--- src/rtl/ring_osc_pkg.sv ---
// Shared types and helpers for the ring-oscillator bank: measurement FSM
// states and the ring-length decode used by every channel.
package ring_osc_pkg;

  typedef enum logic [1:0] {
    ST_IDLE,
    ST_ARM,
    ST_COUNT,
    ST_DONE
  } osc_state_e;

  localparam int unsigned MIN_STAGES = 3;

  // Odd ring length 2*cfg+3, clamped to the physical chain length.
  function automatic int unsigned stage_len(input int unsigned cfg,
                                            input int unsigned max_stages);
    int unsigned len;
    len = 2 * cfg + MIN_STAGES;
    return (len > max_stages) ? max_stages : len;
  endfunction

endpackage

--- src/rtl/ring_osc_channel.sv ---
// One inverting ring modelled as a Johnson chain. Length is captured when the
// ring starts, so stage_cfg edits only take effect on the next restart.
module ring_osc_channel
  import ring_osc_pkg::*;
#(
  parameter int MAX_STAGES = 15,
  parameter int STG_W      = 3
) (
  input  logic             clk,
  input  logic             rst_n,
  input  logic             run,
  input  logic [STG_W-1:0] stage_cfg,
  output logic             tap
);

  localparam int LEN_W = $clog2(MAX_STAGES + 1);

  logic [MAX_STAGES-1:0] s, s_nxt;
  logic [LEN_W-1:0]      len_q, len_eff, cfg_len;
  logic                  run_q;
  logic                  start_run;

  assign cfg_len   = LEN_W'(stage_len(32'(stage_cfg), MAX_STAGES));
  assign start_run = run && !run_q;
  // On the first run cycle the chain is all-zero, so using the fresh length
  // immediately keeps the first rise exactly L clocks out.
  assign len_eff   = start_run ? cfg_len : len_q;

  always_comb begin
    s_nxt = '0;
    if (run) begin
      s_nxt = {s[MAX_STAGES-2:0], ~s[len_eff - 1'b1]};
      for (int i = 0; i < MAX_STAGES; i++)
        if (i >= int'(len_eff)) s_nxt[i] = 1'b0;
    end
  end

  always_ff @(posedge clk or negedge rst_n) begin
    if (!rst_n) begin
      s     <= '0;
      run_q <= 1'b0;
      len_q <= LEN_W'(MIN_STAGES);
    end else begin
      s     <= s_nxt;
      run_q <= run;
      if (start_run) len_q <= cfg_len;
    end
  end

  assign tap = s[len_q - 1'b1];

endmodule

--- src/rtl/ring_osc_bank.sv ---
// Bank of NUM_CH ring oscillators plus a gated-window rising-edge counter
// that characterises one selected tap under a start/done handshake.
module ring_osc_bank
  import ring_osc_pkg::*;
#(
  parameter  int NUM_CH     = 4,
  parameter  int MAX_STAGES = 15,
  parameter  int STG_W      = 3,
  parameter  int CNT_W      = 16,
  parameter  int WIN_W      = 16,
  localparam int SEL_W      = (NUM_CH > 1) ? $clog2(NUM_CH) : 1
) (
  input  logic              clk,
  input  logic              rst_n,
  input  logic              enable,
  input  logic [NUM_CH-1:0] ch_en,
  input  logic [STG_W-1:0]  stage_cfg,
  input  logic [SEL_W-1:0]  ch_sel,
  input  logic [WIN_W-1:0]  window,
  input  logic              start,
  output logic              busy,
  output logic              done,
  output logic [CNT_W-1:0]  count,
  output logic              overflow,
  output logic [NUM_CH-1:0] ro_out
);

  localparam int PAD_W = 1 << SEL_W;

  for (genvar c = 0; c < NUM_CH; c++) begin : g_ch
    ring_osc_channel #(
      .MAX_STAGES(MAX_STAGES),
      .STG_W     (STG_W)
    ) u_ch (
      .clk      (clk),
      .rst_n    (rst_n),
      .run      (enable & ch_en[c]),
      .stage_cfg(stage_cfg),
      .tap      (ro_out[c])
    );
  end

  osc_state_e       state, state_nxt;
  logic [SEL_W-1:0] sel_q;
  logic [WIN_W-1:0] win_cnt;
  logic             prev_tap;
  logic             tap_sel;
  logic [PAD_W-1:0] tap_pad;
  logic             rise;

  // Out-of-range selects fall back to channel 0.
  always_comb begin
    tap_pad             = '0;
    tap_pad[NUM_CH-1:0] = ro_out;
    tap_sel             = (32'(sel_q) < NUM_CH) ? tap_pad[sel_q] : ro_out[0];
  end

  assign rise = !prev_tap && tap_sel;

  always_ff @(posedge clk or negedge rst_n) begin
    if (!rst_n) state <= ST_IDLE;
    else        state <= state_nxt;
  end

  always_comb begin
    state_nxt = state;
    case (state)
      ST_IDLE:  if (start && enable) state_nxt = ST_ARM;
      ST_ARM:   state_nxt = (win_cnt == '0) ? ST_DONE : ST_COUNT;
      ST_COUNT: if (win_cnt == WIN_W'(1)) state_nxt = ST_DONE;
      ST_DONE:  state_nxt = ST_IDLE;
      default:  state_nxt = ST_IDLE;
    endcase
    // Dropping enable aborts without a done pulse.
    if (!enable) state_nxt = ST_IDLE;
  end

  assign busy = (state != ST_IDLE);
  assign done = (state == ST_DONE) && enable;

  // Datapath freezes while enable is low so partial results are kept.
  always_ff @(posedge clk or negedge rst_n) begin
    if (!rst_n) begin
      sel_q    <= '0;
      win_cnt  <= '0;
      prev_tap <= 1'b0;
      count    <= '0;
      overflow <= 1'b0;
    end else if (enable) begin
      case (state)
        ST_IDLE: begin
          if (start) begin
            sel_q   <= ch_sel;
            win_cnt <= window;
          end
        end
        ST_ARM: begin
          count    <= '0;
          overflow <= 1'b0;
          prev_tap <= tap_sel;
        end
        ST_COUNT: begin
          prev_tap <= tap_sel;
          win_cnt  <= win_cnt - 1'b1;
          if (rise) begin
            if (count == '1) overflow <= 1'b1;
            else             count    <= count + 1'b1;
          end
        end
        default: ;
      endcase
    end
  end

endmodule

--- config.mk ---
export PLATFORM = sky130hd
export DESIGN_NAME = ring_osc_bank
export DESIGN_NICKNAME = d
export VERILOG_FILES = /design/src/rtl/ring_osc_pkg.sv /design/src/rtl/ring_osc_channel.sv /design/src/rtl/ring_osc_bank.sv
export SDC_FILE = /design/constraint.sdc
export NUM_CORES = 1
export LEC_CHECK = 0
export ABC_AREA = 1
export ABC_CLOCK_PERIOD_IN_PS = 6800
export CAP_MARGIN = 20
export CORE_ASPECT_RATIO = 0.75
export CORE_MARGIN = 2
export CORE_UTILIZATION = 57
export CTS_CLUSTER_DIAMETER = 200
export CTS_CLUSTER_SIZE = 14
export DETAILED_ROUTE_END_ITERATION = 10
export PLACE_DENSITY = 0.78
export SYNTH_ARGS = -nofsm -noshare
export SYNTH_HDL_FRONTEND = slang
export SYNTH_SLANG_ARGS = --single-unit
--- constraint.sdc ---
create_clock -name clk -period 6.8 [get_ports clk]
set_input_delay 0.68 -clock clk [delete_from_list [all_inputs] [get_ports clk]]
set_output_delay 0.68 -clock clk [all_outputs]
set_load 0.005 [all_outputs]
==> flow_summary_export.csv, run 1 <==
group,metric,value,unit
cts,numCtsBuffers,17,
final_layout,seq_area,0.00296,sq mm
cts,post-cts-setup-buffer-count,0,
critical_path,cp_common_cell,"nand3_1",
critical_path,cp_cell_sequence,"inv_2, ha_1, inv_1, nand3_1, nand3_1, nand3_1, nand2_1, clkdlybuf4s50_1",
global_route,gr-total-overflow,0,
detailed_routing,viasPerCell,5.58,
timing,rsz0062_at_grt,"false",
cts,cts_root_buffer,"clkbuf_16",
power_and_ir_drop,p_switching,0.000802,W
detailed_routing,drt_wl_total,17600,microns
yosys,synth_area_leaders,"dfrtp_1 (38%), nand2_1 (11%), inv_1 (7.8%)",
yosys,syn_avg_cell_area,7.47,sq um
die,die_area,0.0137,sq mm
timing,skew,0.00869,ns
critical_path,critPathLaunchType,"flop",
final_layout,drive_gt1_share,8.58,%
timing,finalHoldWorstSlack,0.402,ns
status,status,"completed",
yosys,yosys-top-cells-count,"nand2_1 (217), inv_1 (152), dfrtp_1 (110)",
cts,clock_latency,0.42,ns
place,gp_congestion,0.956,
cts,cts_hold_buffers,0,
yosys,ys_warn_count,0,
detailed_routing,drc_errors,0,
detailed_routing,drt-initial-drc-count,726,
global_route,grt_pass1_vias,5978,
critical_path,critPathRequiredTime,6.12,ns
die,core.rowCount,35,
place,port_buffers,51,
die,core,0.0124,sq mm
final_layout,nNetsFinal,1077,
final_layout,antenna_cells,0,
timing,hold_viol,0,
global_route,antenna_found_initial,0,
critical_path,worstSetupEndpointType,"primary output",
power_and_ir_drop,powerDensity,282,mW/mm^2
global_route,grt_max_degree,75,
timing,period_needed,3.45,ns
final_layout,multi_input_area,0.00354,sq mm
final_layout,layout.cells.non_filler,1203,
die,die_h,102,microns
critical_path,cp.arrival,2.77,ns
detailed_routing,first_pass_iters,5,
die,ioPinCount,52,
yosys,syn_area,0.00730,sq mm
yosys,yosysMostFrequentCell,"nand2_1",
yosys,synthDominantCellAreaShare,37.7,%
global_route,groute.usage.overall,27.2,%
die,initial_utilization,58.9,%
power_and_ir_drop,power_leakage,4.01,nW
timing,relSlewSlack,39.1,%
place,hpwl,12500,microns
yosys,syn_nets,1030,
power_and_ir_drop,p_clk_share,37.5,%
global_route,grt_first_pass_wirelength,29600,microns
cts,htreeDepth,4,
power_and_ir_drop,sw_frac_of_total,33.6,%
power_and_ir_drop,power_frac_comb,26.6,%
critical_path,path_delay_family,"buffers and inverters",
critical_path,critPathSlowestCell,"dfstp_2",
critical_path,ff2ff_setup_slack,4.01,ns
cts,cts_num_sinks,118,
yosys,yosysSeqAreaShare,40.6,%
yosys,synth_area_leader_cell,"dfrtp_1",
yosys,synth_edf_count,0,
timing,timing.final.crit_share,50.7,%
critical_path,cp_num_buf_inv,3,
critical_path,reg2reg_depth,14,
critical_path,rr_startpoint,"g_ch[0].u_ch.len_q[0]$_DFF_PN1_",
cts,clockBufferDepth,2,
yosys,synthCells,977,
critical_path,r2r-end,"count[0]$_DFFE_PN0P_",
yosys,synth_cell_types,50,
place,dp_cells,1171,
power_and_ir_drop,seqPwrFrac,35.9,%
critical_path,worst-setup-path-type,"reg2out",
die,die_w,135,microns
timing,fmax,0.290,GHz
min_path,hold_class,"in2async",
cts,path_clk_slew,0.05,ns
critical_path,cp_max_fo,13,
detailed_routing,vias,6714,
power_and_ir_drop,max-vdd-ir-drop,0.194,mV
timing,fin_tns_setup,0,ns
cts,cts_resized,0,
run,drv_cap,0,
yosys,synth-async-reset-ratio,100,%
final_layout,nFillCells,1036,
power_and_ir_drop,p_int,0.00158,W
detailed_routing,drtAntennaViolNets,0,
timing,worst_pin_slew,0.913,ns
detailed_routing,routedWlPerCell,14.7,microns
final_layout,post-route-util,68.4,%
yosys,synth_ff_type,"dfrtp_1",
critical_path,slowest_delay,0.71,ns
cts,cts_tree,"yes",
timing,drv_slew,0,
timing,setup_viol,0,
yosys,synth-seq-cells,118,
final_layout,area_growth,16.2,%
## power groups by stage
stage | Sequential (W) | Clock [W] | Combinational, W
after floorplan | 0.000849 | 0 | 0.000465
after global placement | 0.000863 | 0 | 0.000620
after detailed placement | 0.000865 | 0 | 0.000626
after CTS | 0.000854 | 0.000907 | 0.000631
after global routing | 0.000865 | 0.000941 | 0.000724
final | 0.000856 | 0.000895 | 0.000636
## cell type report
| cell class | instances | area share [%] |
|---|---|---|
| multi-input cells | 664 | 41.8 |
| flip-flops and latches | 118 | 35.0 |
| inverters | 168 | 7.53 |
| repair buffers | 55 | 6.35 |
| clock buffers | 22 | 5.36 |
| well taps | 166 | 2.45 |
| clock inverters | 10 | 1.54 |
## cells by family after synthesis
family | share of synthesized area, %
XOR/XNOR | 1.54
adder cells (fa/ha/maj) | 4.12
multiplexers | 0.154
AO/OA/AOI/OAI | 13.4
AND/OR/NAND/NOR | 29.4
flip-flops | 40.6
buffers and inverters | 10.8
## cell usage in the layout (no fill, tap or decap), types with 5 or more instances in the layout
master and n:
dfstp_2 8, inv_1 152, o221ai_1 9, nor2_1 80
clkinv_2 5, nor4_1 14, xor2_1 6, a211oi_1 8
a2111oi_0 10, o21ai_1 5, nand2_2 5, nor3_1 27
o22ai_1 7, o21ai_0 58, nand3_1 92, xnor2_1 5
buf_4 5, o21ai_2 7, o211ai_1 5, dfrtp_1 110
clkdlybuf4s50_1 50, nand2_1 217, ha_1 24, clkbuf_16 17
a21oi_1 25, inv_2 14, nand4_1 20
## how the worst max path moves through the flow
stage	startpoint	end	slack, ns	cells after the start
floorplan	enable	g_ch[1].u_ch.s[0]$_DFF_PN0_	4.43	12
global placement	enable	g_ch[2].u_ch.s[0]$_DFF_PN0_	3.12	14
CTS	g_ch[0].u_ch.len_q[0]$_DFF_PN1_	ro_out[0]	3.41	8
finish	g_ch[0].u_ch.len_q[0]$_DFF_PN1_	ro_out[0]	3.35	8
detailed placement	enable	g_ch[2].u_ch.s[0]$_DFF_PN0_	3.08	14
global route	enable	g_ch[2].u_ch.s[0]$_DFF_PN0_	3.17	14
## layer usage
layer	share of wire, %	vias up	track usage (%)
met5	0	-	0
met4	1.5	0	9.07
met3	7.4	32	5.41
met2	42	285	39.3
met1	49	3074	41.1
li1	-	3323	-
## state kept, by name (all words and copies together), names as in the netlist
register,cells
overflow,1
g_ch.u_ch.run_q,4
g_ch.u_ch.s,60
win_cnt,16
state,2
prev_tap,1
sel_q,2
count,16
g_ch.u_ch.len_q,16
## per-stage QoR
step	area (sq um)	total power (W)	setup slack (ns)
finish	8470	0.00239	3.35
detailed placement	7890	0.00149	3.08
CTS	8470	0.00239	3.41
floorplan	7300	0.00131	4.43
global placement	7890	0.00148	3.12
global route	8470	0.00253	3.17
(Power assumes the default switching activity.)
==> run 2: changes to the inputs <==
Settings changed: ABC_CLOCK_PERIOD_IN_PS 6800 to 3300.
Clock period 6.8 ns to 3.3 ns, I/O delays scaled along.
==> run 2 against run 1 <==
Count of clock-buffer cells in the layout fell by 5; utilization rose by 0.15 points; sequential power rose by 110%; setup slack got worse by 3.0 ns; via count rose by 0.79%; clock power rose by 87%; non-clock buffer count rose by 7; wire length rose by 3.4%; critical path type unchanged; largest cell class unchanged.
==> flow_summary_export.csv, run 2 (same netlist as run 1, synthesis figures left out) <==
group,metric,value,unit
status,status,"completed",
final_layout,nNetsFinal,1084,
timing,drv_slew,0,
die,die_w,135,microns
detailed_routing,drt_wl_total,18200,microns
critical_path,path_delay_family,"buffers and inverters",
detailed_routing,vias,6767,
critical_path,worst-setup-path-type,"reg2out",
die,core,0.0124,sq mm
detailed_routing,drt-initial-drc-count,628,
timing,relSlewSlack,50.3,%
global_route,grt_pass1_vias,6268,
timing,worst_pin_slew,0.745,ns
run,drv_cap,0,
timing,rsz0062_at_grt,"false",
detailed_routing,routedWlPerCell,15.1,microns
cts,clock_latency,0.42,ns
timing,finalHoldWorstSlack,0.477,ns
timing,fmax,0.340,GHz
timing,timing.final.crit_share,89.2,%
critical_path,cp.arrival,2.62,ns
global_route,grt_max_degree,51,
critical_path,worstSetupEndpointType,"primary output",
timing,fin_tns_setup,0,ns
cts,cts_tree,"yes",
final_layout,drive_gt1_share,9.48,%
critical_path,critPathRequiredTime,2.97,ns
timing,skew,0.00577,ns
place,gp_congestion,0.915,
min_path,hold_class,"in2async",
cts,clockBufferDepth,2,
final_layout,area_growth,16.4,%
critical_path,cp_cell_sequence,"inv_4, ha_1, inv_1, nand3_1, nand3_1, nand3_1, nand2_1, clkdlybuf4s50_1",
cts,post-cts-setup-buffer-count,0,
detailed_routing,drtAntennaViolNets,0,
cts,htreeDepth,4,
critical_path,cp_common_cell,"nand3_1",
final_layout,layout.cells.non_filler,1210,
die,die_h,102,microns
critical_path,critPathLaunchType,"flop",
final_layout,largest_reg_flops,60,
final_layout,nFillCells,1035,
critical_path,critPathSlowestCell,"dfstp_2",
critical_path,cp_max_fo,10,
timing,period_needed,2.95,ns
critical_path,crit_start,"g_ch[3].u_ch.len_q[0]$_DFF_PN1_",
die,ioPinCount,52,
power_and_ir_drop,powerDensity,561,mW/mm^2
global_route,gr-total-overflow,0,
critical_path,slowest_delay,0.65,ns
place,dp_cells,1177,
final_layout,top_register,"g_ch.u_ch.s",
die,core.rowCount,35,
power_and_ir_drop,power_leakage,4.01,nW
final_layout,fin_area,0.00849,sq mm
global_route,grt_first_pass_wirelength,31100,microns
power_and_ir_drop,max-vdd-ir-drop,0.358,mV
detailed_routing,first_pass_iters,5,
global_route,antenna_found_initial,0,
power_and_ir_drop,finalPower,0.00477,W
place,hpwl,13300,microns
cts,cts_num_sinks,118,
global_route,groute.usage.overall,28.4,%
final_layout,final_cell_mix,"nand2_1 (217), inv_1 (152), dfrtp_1 (110), nand3_1 (92), nor2_1 (80)",
timing,hold_viol,0,
cts,path_clk_slew,0.06,ns
cts,numCtsBuffers,17,
place,dpl_cell_area,0.00795,sq mm
cts,cts_root_buffer,"clkbuf_16",
timing,setup_viol,0,
final_layout,antenna_cells,0,
place,port_buffers,51,
detailed_routing,viasPerCell,5.59,
detailed_routing,drc_errors,0,
critical_path,cp_num_buf_inv,3,
die,initial_utilization,58.9,%
critical_path,rr_startpoint,"g_ch[3].u_ch.len_q[0]$_DFF_PN1_",
final_layout,layout_commonest_cell,"nand2_1",
die,die_area,0.0137,sq mm
[run 2: cell types whose count changed in the layout (fill, tap and decap cells not counted)]
cell and change:
bufinv_16 -3, buf_4 +5, inv_6 +1, clkinv_2 -1, clkinvlp_4 +3, clkbuf_1 -4, dlygate4sd3_1 +1, clkinv_4 +5
buf_12 +1, clkbuf_8 -1
[run 2: routing by layer]
metal	routed length [microns]	GRT usage (%)
met2	7920	42.1
met4	262	8.58
met3	1210	5.46
met1	8850	42.5
met5	0	0
[run 2: what timing repair did]
| action | 4_1_cts | 5_1_grt |
|---|---|---|
| hold buffers | 1 | 0 |
| hold endpoints to repair | 45 | 0 |
| resized for setup | 0 | 0 |
[run 2: metrics by stage]
stage | setup slack, ns | util (%)
2_1_floorplan | 1.04 | -
3_3_place_gp | 0.495 | 64.1
3_5_place_dp | 0.420 | 64.1
4_1_cts | 0.360 | 68.5
5_1_grt | 0.217 | 68.5
6_report | 0.355 | 68.5
[run 2: area by class of cell]
class                      instances  area (sq um)  area share [%]
clock buffer                      17           425            5.01
tap                              166           208            2.45
inverter                         168           638            7.51
timing repair buffer              62           606            7.13
clock inverter                    15           110            1.30
multi-input combinational        664          3540            41.7
sequential                       118          2960            34.9
[run 2: worst paths after layout]
kind | to | slack [ns] | cells after the start
max | ro_out[3] | 0.35 | 8
min | g_ch[2].u_ch.s[5]$_DFF_PN0_ | 0.48 | 2
max reg2reg | count[2]$_DFFE_PN0P_ | 0.62 | 14
min reg2reg | overflow$_DFFE_PN0P_ | 0.48 | 2
max in group asynchronous | g_ch[1].u_ch.len_q[0]$_DFF_PN1_ | 1.97 | 3
min in group clk | overflow$_DFFE_PN0P_ | 0.48 | 2
[run 2: where the power goes]
group / leakage (nW) / switching (W) / total [W] / internal (W)
combinational: 2.21 / 0.000887 / 0.00134 / 0.000452
clock: 0.251 / 0.000708 / 0.00167 / 0.000957
sequential: 1.55 / 0.000138 / 0.00176 / 0.00162
